===== src/rtl/mac_fwd_engine_if.sv =====
// rtl/mac_fwd_engine_if.sv - header request / forwarding decision handshake bundle
interface mac_fwd_engine_if #(
    parameter int NUM_PORTS = 4
);
    localparam int PORT_W = (NUM_PORTS > 1) ? $clog2(NUM_PORTS) : 1;

    logic                 req_valid;
    logic                 req_ready;
    logic [47:0]          req_src_mac;
    logic [47:0]          req_dst_mac;
    logic [PORT_W-1:0]    req_port;
    logic                 req_frame_valid;
    logic                 rsp_valid;
    logic                 rsp_ready;
    logic [NUM_PORTS-1:0] rsp_port_mask;

    modport master (
        output req_valid, req_src_mac, req_dst_mac, req_port, req_frame_valid, rsp_ready,
        input  req_ready, rsp_valid, rsp_port_mask
    );

    modport slave (
        input  req_valid, req_src_mac, req_dst_mac, req_port, req_frame_valid, rsp_ready,
        output req_ready, rsp_valid, rsp_port_mask
    );
endinterface


===== src/rtl/mac_fwd_engine.sv =====
// rtl/mac_fwd_engine.sv - L2 MAC learning table with aging and per-frame egress mask decision
module mac_fwd_engine #(
    parameter int NUM_PORTS   = 4,
    parameter int TABLE_DEPTH = 8,
    parameter int AGE_MAX     = 3
) (
    input  logic                 clk,
    input  logic                 rst,
    mac_fwd_engine_if.slave      bus,
    input  logic [NUM_PORTS-1:0] mask_port,
    input  logic                 age_tick,
    input  logic                 flush,
    output logic                 table_full
);
    localparam int PORT_W = (NUM_PORTS > 1) ? $clog2(NUM_PORTS) : 1;
    localparam int IDX_W  = $clog2(TABLE_DEPTH);
    localparam int AGE_W  = $clog2(AGE_MAX + 1);

    typedef enum logic [1:0] {S_IDLE, S_LOOKUP, S_LEARN, S_RESP} state_t;

    state_t                 state;
    logic [TABLE_DEPTH-1:0] tbl_valid;
    logic [47:0]            tbl_mac  [TABLE_DEPTH];
    logic [PORT_W-1:0]      tbl_port [TABLE_DEPTH];
    logic [AGE_W-1:0]       tbl_age  [TABLE_DEPTH];
    logic [IDX_W-1:0]       rep_ptr;

    logic [47:0]            lat_src;
    logic [47:0]            lat_dst;
    logic [PORT_W-1:0]      lat_port;
    logic                   lat_fv;
    logic                   src_hit, dst_hit;
    logic [IDX_W-1:0]       src_idx, dst_idx;
    logic                   rsp_valid_q;
    logic [NUM_PORTS-1:0]   rsp_mask_q;

    logic                   src_hit_c, dst_hit_c, free_c;
    logic [IDX_W-1:0]       src_idx_c, dst_idx_c, free_idx_c;
    logic                   wr_en, use_ptr;
    logic [IDX_W-1:0]       wr_idx;
    logic [NUM_PORTS-1:0]   in_bit, out_bit, mask_c;

    assign bus.req_ready     = (state == S_IDLE) && !rst;
    assign bus.rsp_valid     = rsp_valid_q;
    assign bus.rsp_port_mask = rsp_mask_q;

    // Descending scan so the lowest matching / free index is the one left standing.
    always_comb begin
        src_hit_c  = 1'b0;
        dst_hit_c  = 1'b0;
        free_c     = 1'b0;
        src_idx_c  = '0;
        dst_idx_c  = '0;
        free_idx_c = '0;
        for (int i = TABLE_DEPTH - 1; i >= 0; i--) begin
            if (tbl_valid[i] && tbl_mac[i] == lat_src) begin
                src_hit_c = 1'b1;
                src_idx_c = IDX_W'(i);
            end
            if (tbl_valid[i] && tbl_mac[i] == lat_dst) begin
                dst_hit_c = 1'b1;
                dst_idx_c = IDX_W'(i);
            end
            if (!tbl_valid[i]) begin
                free_c     = 1'b1;
                free_idx_c = IDX_W'(i);
            end
        end
    end

    always_comb begin
        wr_en   = (state == S_LEARN) && lat_fv;
        use_ptr = !src_hit && !free_c;
        wr_idx  = src_hit ? src_idx : (free_c ? free_idx_c : rep_ptr);
    end

    // Decision uses hit results captured in LOOKUP, i.e. the table before this frame learns.
    always_comb begin
        in_bit  = NUM_PORTS'(1) << lat_port;
        out_bit = NUM_PORTS'(1) << tbl_port[dst_idx];
        if (!lat_fv)
            mask_c = '0;
        else if (lat_dst[40] || !dst_hit)
            mask_c = ~in_bit & ~mask_port;
        else if (tbl_port[dst_idx] == lat_port)
            mask_c = '0;
        else
            mask_c = out_bit & ~mask_port;
    end

    always_ff @(posedge clk) begin
        if (rst) begin
            state       <= S_IDLE;
            tbl_valid   <= '0;
            rep_ptr     <= '0;
            rsp_valid_q <= 1'b0;
            rsp_mask_q  <= '0;
            table_full  <= 1'b0;
        end else begin
            table_full <= &tbl_valid;

            case (state)
                S_IDLE: begin
                    if (bus.req_valid && bus.req_ready) begin
                        lat_src  <= bus.req_src_mac;
                        lat_dst  <= bus.req_dst_mac;
                        lat_port <= bus.req_port;
                        lat_fv   <= bus.req_frame_valid;
                        state    <= S_LOOKUP;
                    end
                end
                S_LOOKUP: begin
                    src_hit <= src_hit_c;
                    src_idx <= src_idx_c;
                    dst_hit <= dst_hit_c;
                    dst_idx <= dst_idx_c;
                    state   <= S_LEARN;
                end
                S_LEARN: begin
                    rsp_mask_q  <= mask_c;
                    rsp_valid_q <= 1'b1;
                    if (wr_en && use_ptr)
                        rep_ptr <= rep_ptr + 1'b1;
                    state <= S_RESP;
                end
                default: begin
                    if (bus.rsp_ready) begin
                        rsp_valid_q <= 1'b0;
                        state       <= S_IDLE;
                    end
                end
            endcase

            for (int i = 0; i < TABLE_DEPTH; i++) begin
                if (flush) begin
                    tbl_valid[i] <= 1'b0;
                end else if (wr_en && wr_idx == IDX_W'(i)) begin
                    tbl_valid[i] <= 1'b1;
                    tbl_mac[i]   <= lat_src;
                    tbl_port[i]  <= lat_port;
                    tbl_age[i]   <= AGE_W'(AGE_MAX);
                end else if (age_tick && tbl_valid[i]) begin
                    if (tbl_age[i] == AGE_W'(1))
                        tbl_valid[i] <= 1'b0;
                    else
                        tbl_age[i] <= tbl_age[i] - 1'b1;
                end
            end
        end
    end
endmodule


===== src/flat_wrapper.sv =====
// flat-port wrapper written by rule: the top's interface ports become plain ports
module mac_fwd_engine_flat 
#(
    parameter int NUM_PORTS   = 4,
    parameter int TABLE_DEPTH = 8,
    parameter int AGE_MAX     = 3
)
  (clk, rst, mask_port, age_tick, flush, table_full, bus_req_valid, bus_req_src_mac, bus_req_dst_mac, bus_req_port, bus_req_frame_valid, bus_rsp_ready, bus_req_ready, bus_rsp_valid, bus_rsp_port_mask);
  mac_fwd_engine_if #(.NUM_PORTS(NUM_PORTS)) bus_i ();
  input  logic clk;
  input  logic rst;
  input  logic [NUM_PORTS-1:0] mask_port;
  input  logic age_tick;
  input  logic flush;
  output logic table_full;
  input wire logic [$bits(bus_i.req_valid)-1:0] bus_req_valid;
  input wire logic [$bits(bus_i.req_src_mac)-1:0] bus_req_src_mac;
  input wire logic [$bits(bus_i.req_dst_mac)-1:0] bus_req_dst_mac;
  input wire logic [$bits(bus_i.req_port)-1:0] bus_req_port;
  input wire logic [$bits(bus_i.req_frame_valid)-1:0] bus_req_frame_valid;
  input wire logic [$bits(bus_i.rsp_ready)-1:0] bus_rsp_ready;
  output wire logic [$bits(bus_i.req_ready)-1:0] bus_req_ready;
  output wire logic [$bits(bus_i.rsp_valid)-1:0] bus_rsp_valid;
  output wire logic [$bits(bus_i.rsp_port_mask)-1:0] bus_rsp_port_mask;
  assign bus_i.req_valid = bus_req_valid;
  assign bus_i.req_src_mac = bus_req_src_mac;
  assign bus_i.req_dst_mac = bus_req_dst_mac;
  assign bus_i.req_port = bus_req_port;
  assign bus_i.req_frame_valid = bus_req_frame_valid;
  assign bus_i.rsp_ready = bus_rsp_ready;
  assign bus_req_ready = bus_i.req_ready;
  assign bus_rsp_valid = bus_i.rsp_valid;
  assign bus_rsp_port_mask = bus_i.rsp_port_mask;
  mac_fwd_engine #(.NUM_PORTS(NUM_PORTS), .TABLE_DEPTH(TABLE_DEPTH), .AGE_MAX(AGE_MAX)) u_core (.clk(clk), .rst(rst), .bus(bus_i), .mask_port(mask_port), .age_tick(age_tick), .flush(flush), .table_full(table_full));
endmodule

===== config.mk =====
export PLATFORM = sky130hd
export DESIGN_NAME = mac_fwd_engine_flat
export DESIGN_NICKNAME = d
export VERILOG_FILES = /design/src/rtl/mac_fwd_engine_if.sv /design/src/rtl/mac_fwd_engine.sv /design/src/flat_wrapper.sv
export SDC_FILE = /design/constraint.sdc
export NUM_CORES = 1
export LEC_CHECK = 0
export CAP_MARGIN = 15
export CORE_MARGIN = 3
export CORE_UTILIZATION = 30
export DETAILED_ROUTE_END_ITERATION = 8
export PLACE_DENSITY = 0.45
export SETUP_SLACK_MARGIN = 0.05
export SYNTH_ARGS = -nofsm -noshare
export SYNTH_HDL_FRONTEND = slang
export SYNTH_SLANG_ARGS = --single-unit

===== constraint.sdc =====
create_clock -name clk -period 7.6 [get_ports clk]
set_input_delay 1.52 -clock clk [delete_from_list [all_inputs] [get_ports clk]]
set_output_delay 1.52 -clock clk [all_outputs]
set_load 0.03 [all_outputs]

==> impl_metrics.ini, run 1 <==
[outcome]
status = complete, no violations

[finish]
final_cell_area_mm2 = 0.03146
layout-drive-gt1-share_pct = 9.424
seqCellArea_mm2 = 0.01609
multi_input_area_mm2 = 0.009607
fill_cells = 8402
areaGrowthSynthToFinish_pct = 19.49
nets = 2254

[worst_setup_path]
cp-start-kind = input port
end_kind = output port
critical_path_class = in -> out
critPathRequiredTime_ns = 6.08
critPathMaxFanout = 15
crit_arrival_ns = 3.20

[sta]
rsz0062_at_grt = no
final_max_slew_viol_count = 0
worst_slew_pin_slew_ns = 1.249
fin_skew_ns = 0.03210
setup_viol = 0
layout_min_cycle_time_ns = 4.721
maxSlewHeadroom_pct = 16.74
setup-tns-final_ns = 0
hold_viol_final = 0
period_share_pct = 62.12
fmax_ghz = 0.2118

[synth]
yosys.area.top_type = edfxtp_1
yosysSeqAreaShare_pct = 61.09
synth_flop_cell = edfxtp_1
synth_warnings = 0
synthTopCellsByArea = edfxtp_1 (60%), xor2_1 (15%), xnor2_1 (7.8%)
synthCells = 1960
async_reset_ff_share_pct = 0
netlist_area_mm2 = 0.02633
yosysUniqueCellTypes = 56
synth-seq-cells = 542
synth_edf_count = 523
synth.top_cell.area_share_pct = 59.64
synth_area_per_cell_um2 = 13.43
synth_nets = 2082

[clocking]
ctsLongestPathBuffers = 3
htreeDepth = 3
cts-root-buf = clkbuf_16
clkTransAtPathRegs_ns = 0.05
cts.sinks = 542
cts_made_buffers = 68
cts_hold_buf = 0
cts_resized = 0
clk-insertion-delay-late_ns = 0.63
cts_setup_buffers = 0
cts_tree = built

[die]
start_util_pct = 30.30
fp.dieW_um = 302.3
die_area_mm2 = 0.09136
die_h_um = 302.3
ios = 116
num_rows = 108
fp.coreArea_mm2 = 0.08689

[place]
place_hpwl_um = 71770
place_congestion = 0.9188
place_area_mm2 = 0.02924
portBuffers = 115

[drt]
vias_per_cell = 5.288
wl_per_cell_um = 33.18
wl_um = 110900
drtIter0Drc = 1941
drcViolationCount = 0
via_count = 17670
dr.pass1.iters = 5
drtAntennaViolNets = 0

[global_route]
grt-ovfl-total = 0
grt_pass1_wl_um = 148200
grt_pass1_vias = 17820
grt_max_degree = 52
antenna_found_initial = 4
grt_usage_pct = 24.02

[pwr]
powerDensity_mw_per_mm2 = 252.5
p_leak_nw = 10.40
vdd_drop_max_uv = 142.2

[job]
cap_violations = 0

[worst_hold_path]
hp-class = reg -> reg
==> final cells by class <==
cell class,instances,area share (%)
flip-flops and latches,542,51.13
clock buffers,88,5.850
diodes,1,0.007954
well taps,1155,4.593
multi-input cells,1242,30.53
clock inverters,36,1.145
repair buffers,202,5.838
inverters,76,0.9067
==> logic make-up (layout without fill, tap and decap cells) <==
family | after synthesis | count (layout) | synth area share, %
and+or+nand+nor | 403 | 403 | 8.601
xor gates and xnor gates | 694 | 694 | 23.11
muxes | 7 | 7 | 0.4562
adders and majority gates | 13 | 13 | 0.6177
buffers and inverters | 176 | 402 | 2.609
other | 0 | 1 | 0
DFF | 542 | 542 | 61.09
AOI/OAI and AO/OA | 125 | 125 | 3.516
==> per-stage QoR <==
| step | cells | worst slack, ns | hold WS [ns] | util [%] | power, W |
|---|---|---|---|---|---|
| after detailed placement | 3216 | 2.603 | 0.5319 | 33.65 | 0.004726 |
| after floorplan | 1960 | 2.483 | 0.4778 | - | 0.004093 |
| final | 3342 | 2.879 | 0.5324 | 36.21 | 0.007944 |
| after global routing | 3341 | 2.725 | 0.5857 | 36.21 | 0.008179 |
| after global placement | 3215 | 2.690 | 0.5183 | 33.62 | 0.004721 |
| after CTS | 3340 | 2.827 | 0.5437 | 36.18 | 0.008008 |
==> path summary, 6_finish.rpt <==
check                           slack [ns]                         from                          end  depth (start not counted)
worst min register to register        0.53  u_core.bus.rsp_port_mask[0]  u_core.bus.rsp_port_mask[0]                          2
worst min-delay path                  0.53  u_core.bus.rsp_port_mask[0]  u_core.bus.rsp_port_mask[0]                          2
worst max register to register        3.94           u_core.lat_src[42]            u_core.src_idx[0]                          9
worst max-delay path                  2.88                          rst                bus_req_ready                          3
==> flip-flops by register name, indices dropped and copies added, names as in the netlist, 2 cells and up <==
name / flops
u_core.lat_port: 2
u_core.bus.rsp_port_mask: 4
u_core.tbl_age: 16
u_core.src_idx: 3
u_core.tbl_mac: 384
u_core.dst_idx: 3
u_core.state: 2
u_core.lat_src: 48
u_core.rep_ptr: 3
u_core.lat_dst: 48
u_core.tbl_port: 16
u_core.tbl_valid: 8
==> critical path, stage by stage <==
cell and delay (ns):
clkdlybuf4s50_1 0.71, nor2b_1 0.28, clkdlybuf4s50_1 0.70
==> layout by cell type (no fill, tap or decap), types with 13 or more instances in the layout <==
cell and count:
a21oi_1 15, buf_4 85, clkbuf_1 17, clkbuf_16 71
clkdlybuf4s50_1 115, dfxtp_1 19, edfxtp_1 523, ha_1 13
inv_1 74, nand2_1 45, nand3_1 23, nand4_1 81
nor2_1 42, nor3_1 23, nor4_1 123, o22ai_1 25
xnor2_1 236, xor2_1 457
==> report_power, final <==
part	internal (W)	switching, W	leakage, nW	total [W]
registers	0.00341	0.000165	4.93	0.00357
logic	0.000350	0.000756	4.42	0.00111
clock network	0.00192	0.00134	1.05	0.00327
total	0.00568	0.00226	10.4	0.00794
==> cell usage after synthesis, drive strengths merged (2+ instances only) <==
cell type and number:
nor2b 12, a21oi 15, buf 11, mux4 4, xnor2 236, o2111ai 3, nand3b 9, nand3 23
a311oi 2, a2111oi 3, a221oi 12, nor3 23, nor2 48, nand4b 2, o31ai 3, edfxtp 523
nand2b 10, o21a 2, o22ai 25, inv 76, a22oi 6, or4 9, xor2 458, a2111o 3
o21ai 12, o221ai 2, or2 6, nand2 45, or3 6, a21boi 4, nor4 123, ha 13
a22o 7, mux2i 3, a31o 2, nor4b 2, o21bai 4, o211ai 4, dfxtp 19, a222oi 4
a221o 2, and2 2, nand4 81, o2bb2ai 6, clkbuf 89
==> routing by layer <==
metal,GRT usage (%),vias to the layer above,wire (um)
met5,0,-,0
met4,10.56,0,5455
met3,4.601,241,8800
met2,38.02,842,50460
met1,32.09,9137,46180
li1,-,7451,-
Note: power is estimated with default switching activity, not from simulation.
==> inputs of run 2 (changes only) <==
==> constraint.sdc (replaced) <==
create_clock -name clk -period 4.6 [get_ports clk]
set_input_delay 0.92 -clock clk [delete_from_list [all_inputs] [get_ports clk]]
set_output_delay 0.92 -clock clk [all_outputs]
set_load 0.03 [all_outputs]
==> run 2 against run 1 <==
  * Sequential cell count did not move
  * Register-to-register slack got worse by 2.8 ns
  * Critical path depth is 3 higher
  * Clock power is 81% higher
  * Clock-buffer cell count fell by 10
  * Final area up 3.1%
  * Sequential power rose by 70%
  * Sequential share of layout area shrank 1.5 points
  * Setup slack lost 1.8 ns
  * Clock skew decreased by 0.0037 ns
  * Worst hold slack got worse by 0.053 ns
  * Routed wire length grew 22%
  * Critical path type is now reg -> reg
  * Critical endpoint is now u_core.src_idx[0]
==> impl_metrics.ini, run 2 (same netlist as run 1, synthesis figures left out) <==
[finish]
final_cell_mix = edfxtp_1 (523), xor2_1 (457), xnor2_1 (236)
layout-drive-gt1-share_pct = 13.45
top_register = u_core.tbl_mac
areaGrowthSynthToFinish_pct = 23.16
nets = 2336
largestRegisters = u_core.tbl_mac: 384 flops, u_core.lat_dst: 48 flops, u_core.lat_src: 48 flops
largest_reg_flops = 384
final_common_cell = edfxtp_1
final_cell_area_mm2 = 0.03243

[sta]
fmax_ghz = 0.2852
worst_slew_pin_slew_ns = 1.228
hold_viol_final = 0
setup_viol = 0
period_share_pct = 76.23
maxSlewHeadroom_pct = 18.14
final_max_slew_viol_count = 0
rsz0062_at_grt = no
setup-tns-final_ns = 0
fin_ws_ns = 1.093
fin_skew_ns = 0.02840
layout_min_cycle_time_ns = 3.507

[global_route]
grt-ovfl-total = 0
antenna_found_initial = 15
grt_pass1_wl_um = 174900
grt_usage_pct = 29.41
grt_max_degree = 58
grt_pass1_vias = 18340

[place]
place_congestion = 0.9767
portBuffers = 115
place_ws_ns = 0.9168
place_hpwl_um = 101800
place_area_mm2 = 0.03001

[pwr]
powerDensity_mw_per_mm2 = 429.2
p_leak_nw = 10.97
vdd_drop_max_uv = 259.2
finalPower_w = 0.01392

[worst_setup_path]
critPathTopFamily = simple AND/OR/NAND/NOR gates
cp_common_cell = or4_1
cp_cell_sequence = xnor2_1 -> nand4_1 -> or4_1 -> or4_1 -> a21boi_1 -> o21a_1
critical_path_class = reg -> reg
critPathBufInv = 0
cp-start-kind = register
critPathMaxFanout = 13
max_stage_delay_ns = 1.15
crit_slowest_cell = edfxtp_1
end_kind = register
critPathRequiredTime_ns = 4.98
crit_arrival_ns = 3.89

[die]
num_rows = 108
fp.dieW_um = 302.3
ios = 116
start_util_pct = 30.30
die_area_mm2 = 0.09136
fp.coreArea_mm2 = 0.08689
die_h_um = 302.3

[drt]
drtIter0Drc = 1883
via_count = 18260
vias_per_cell = 5.327
drtAntennaViolNets = 0
dr.pass1.iters = 5
wl_per_cell_um = 39.47
drcViolationCount = 0
wl_um = 135300

[clocking]
cts_setup_buffers = 0
cts-root-buf = clkbuf_16
ctsLongestPathBuffers = 3
htreeDepth = 3
cts.sinks = 542
clkTransAtPathRegs_ns = 0.07
clk-insertion-delay-late_ns = 0.62
cts_tree = built
cts_resized = 0
cts_made_buffers = 68
cts_hold_buf = 0

[outcome]
status = complete, no violations

[worst_hold_path]
hp-class = reg -> reg

[job]
cap_violations = 0
==> run 2: cell types whose count changed in the layout (fill, tap and decap cells not counted), sizes merged, moves of 4 or more <==
cell / delta
clkbuf: -10
bufinv: +9
diode: +4
clkinv: +9
clkinvlp: -6
buf: +82
==> run 2: cell type report <==
cell class / count / area, um^2
inverters: 76 / 285.3
well taps: 1155 / 1445
multi-input cells: 1242 / 9625
diodes: 5 / 12.51
fillers: 8316 / 54460
repair buffers: 284 / 2570
clock buffers: 78 / 1759
clock inverters: 46 / 645.6
flip-flops and latches: 542 / 16090
==> run 2: stage by stage <==
step / hold WS [ns] / util, % / instances
2_1_floorplan: 0.4778 / - / 1960
3_3_place_gp: 0.4410 / 34.54 / 3299
3_5_place_dp: 0.4499 / 34.54 / 3299
4_1_cts: 0.4823 / 37.31 / 3423
5_1_grt: 0.5077 / 37.31 / 3423
6_report: 0.4795 / 37.32 / 3428
==> run 2: final timing paths <==
path / depth (start not counted) / from / slack, ns / endpoint
worst min-delay path: 0 / u_core.lat_src[30] / 0.48 / u_core.tbl_mac[1][78]
worst min register to register: 0 / u_core.lat_src[30] / 0.48 / u_core.tbl_mac[1][78]
worst max-delay path: 6 / u_core.lat_src[12] / 1.09 / u_core.src_idx[0]
worst max register to register: 6 / u_core.lat_src[12] / 1.09 / u_core.src_idx[0]
==> run 2: worst register-to-register path: stages, from the launching register on <==
cell      delay, ns
edfxtp_1       1.15
xnor2_1        0.32
nand4_1        0.18
or4_1          0.54
or4_1          0.72
a21boi_1       0.21
o21a_1         0.17
==> run 2: power breakdown <==
group,leakage [nW],internal [W],total (W),switching [W]
sequential,4.93,0.00563,0.00607,0.000436
combinational,4.85,0.000656,0.00194,0.00128
clock,1.19,0.00361,0.00591,0.00231
==> run 2: per-layer routing <==
| layer | vias to the layer above | global-route usage (%) | wire length, um |
|---|---|---|---|
| met4 | 0 | 14.43 | 7539 |
| met3 | 203 | 3.904 | 8066 |
| met2 | 798 | 47.96 | 63490 |
| li1 | 7614 | - | - |
| met1 | 9645 | 38.58 | 56190 |
| met5 | - | 0 | 0 |
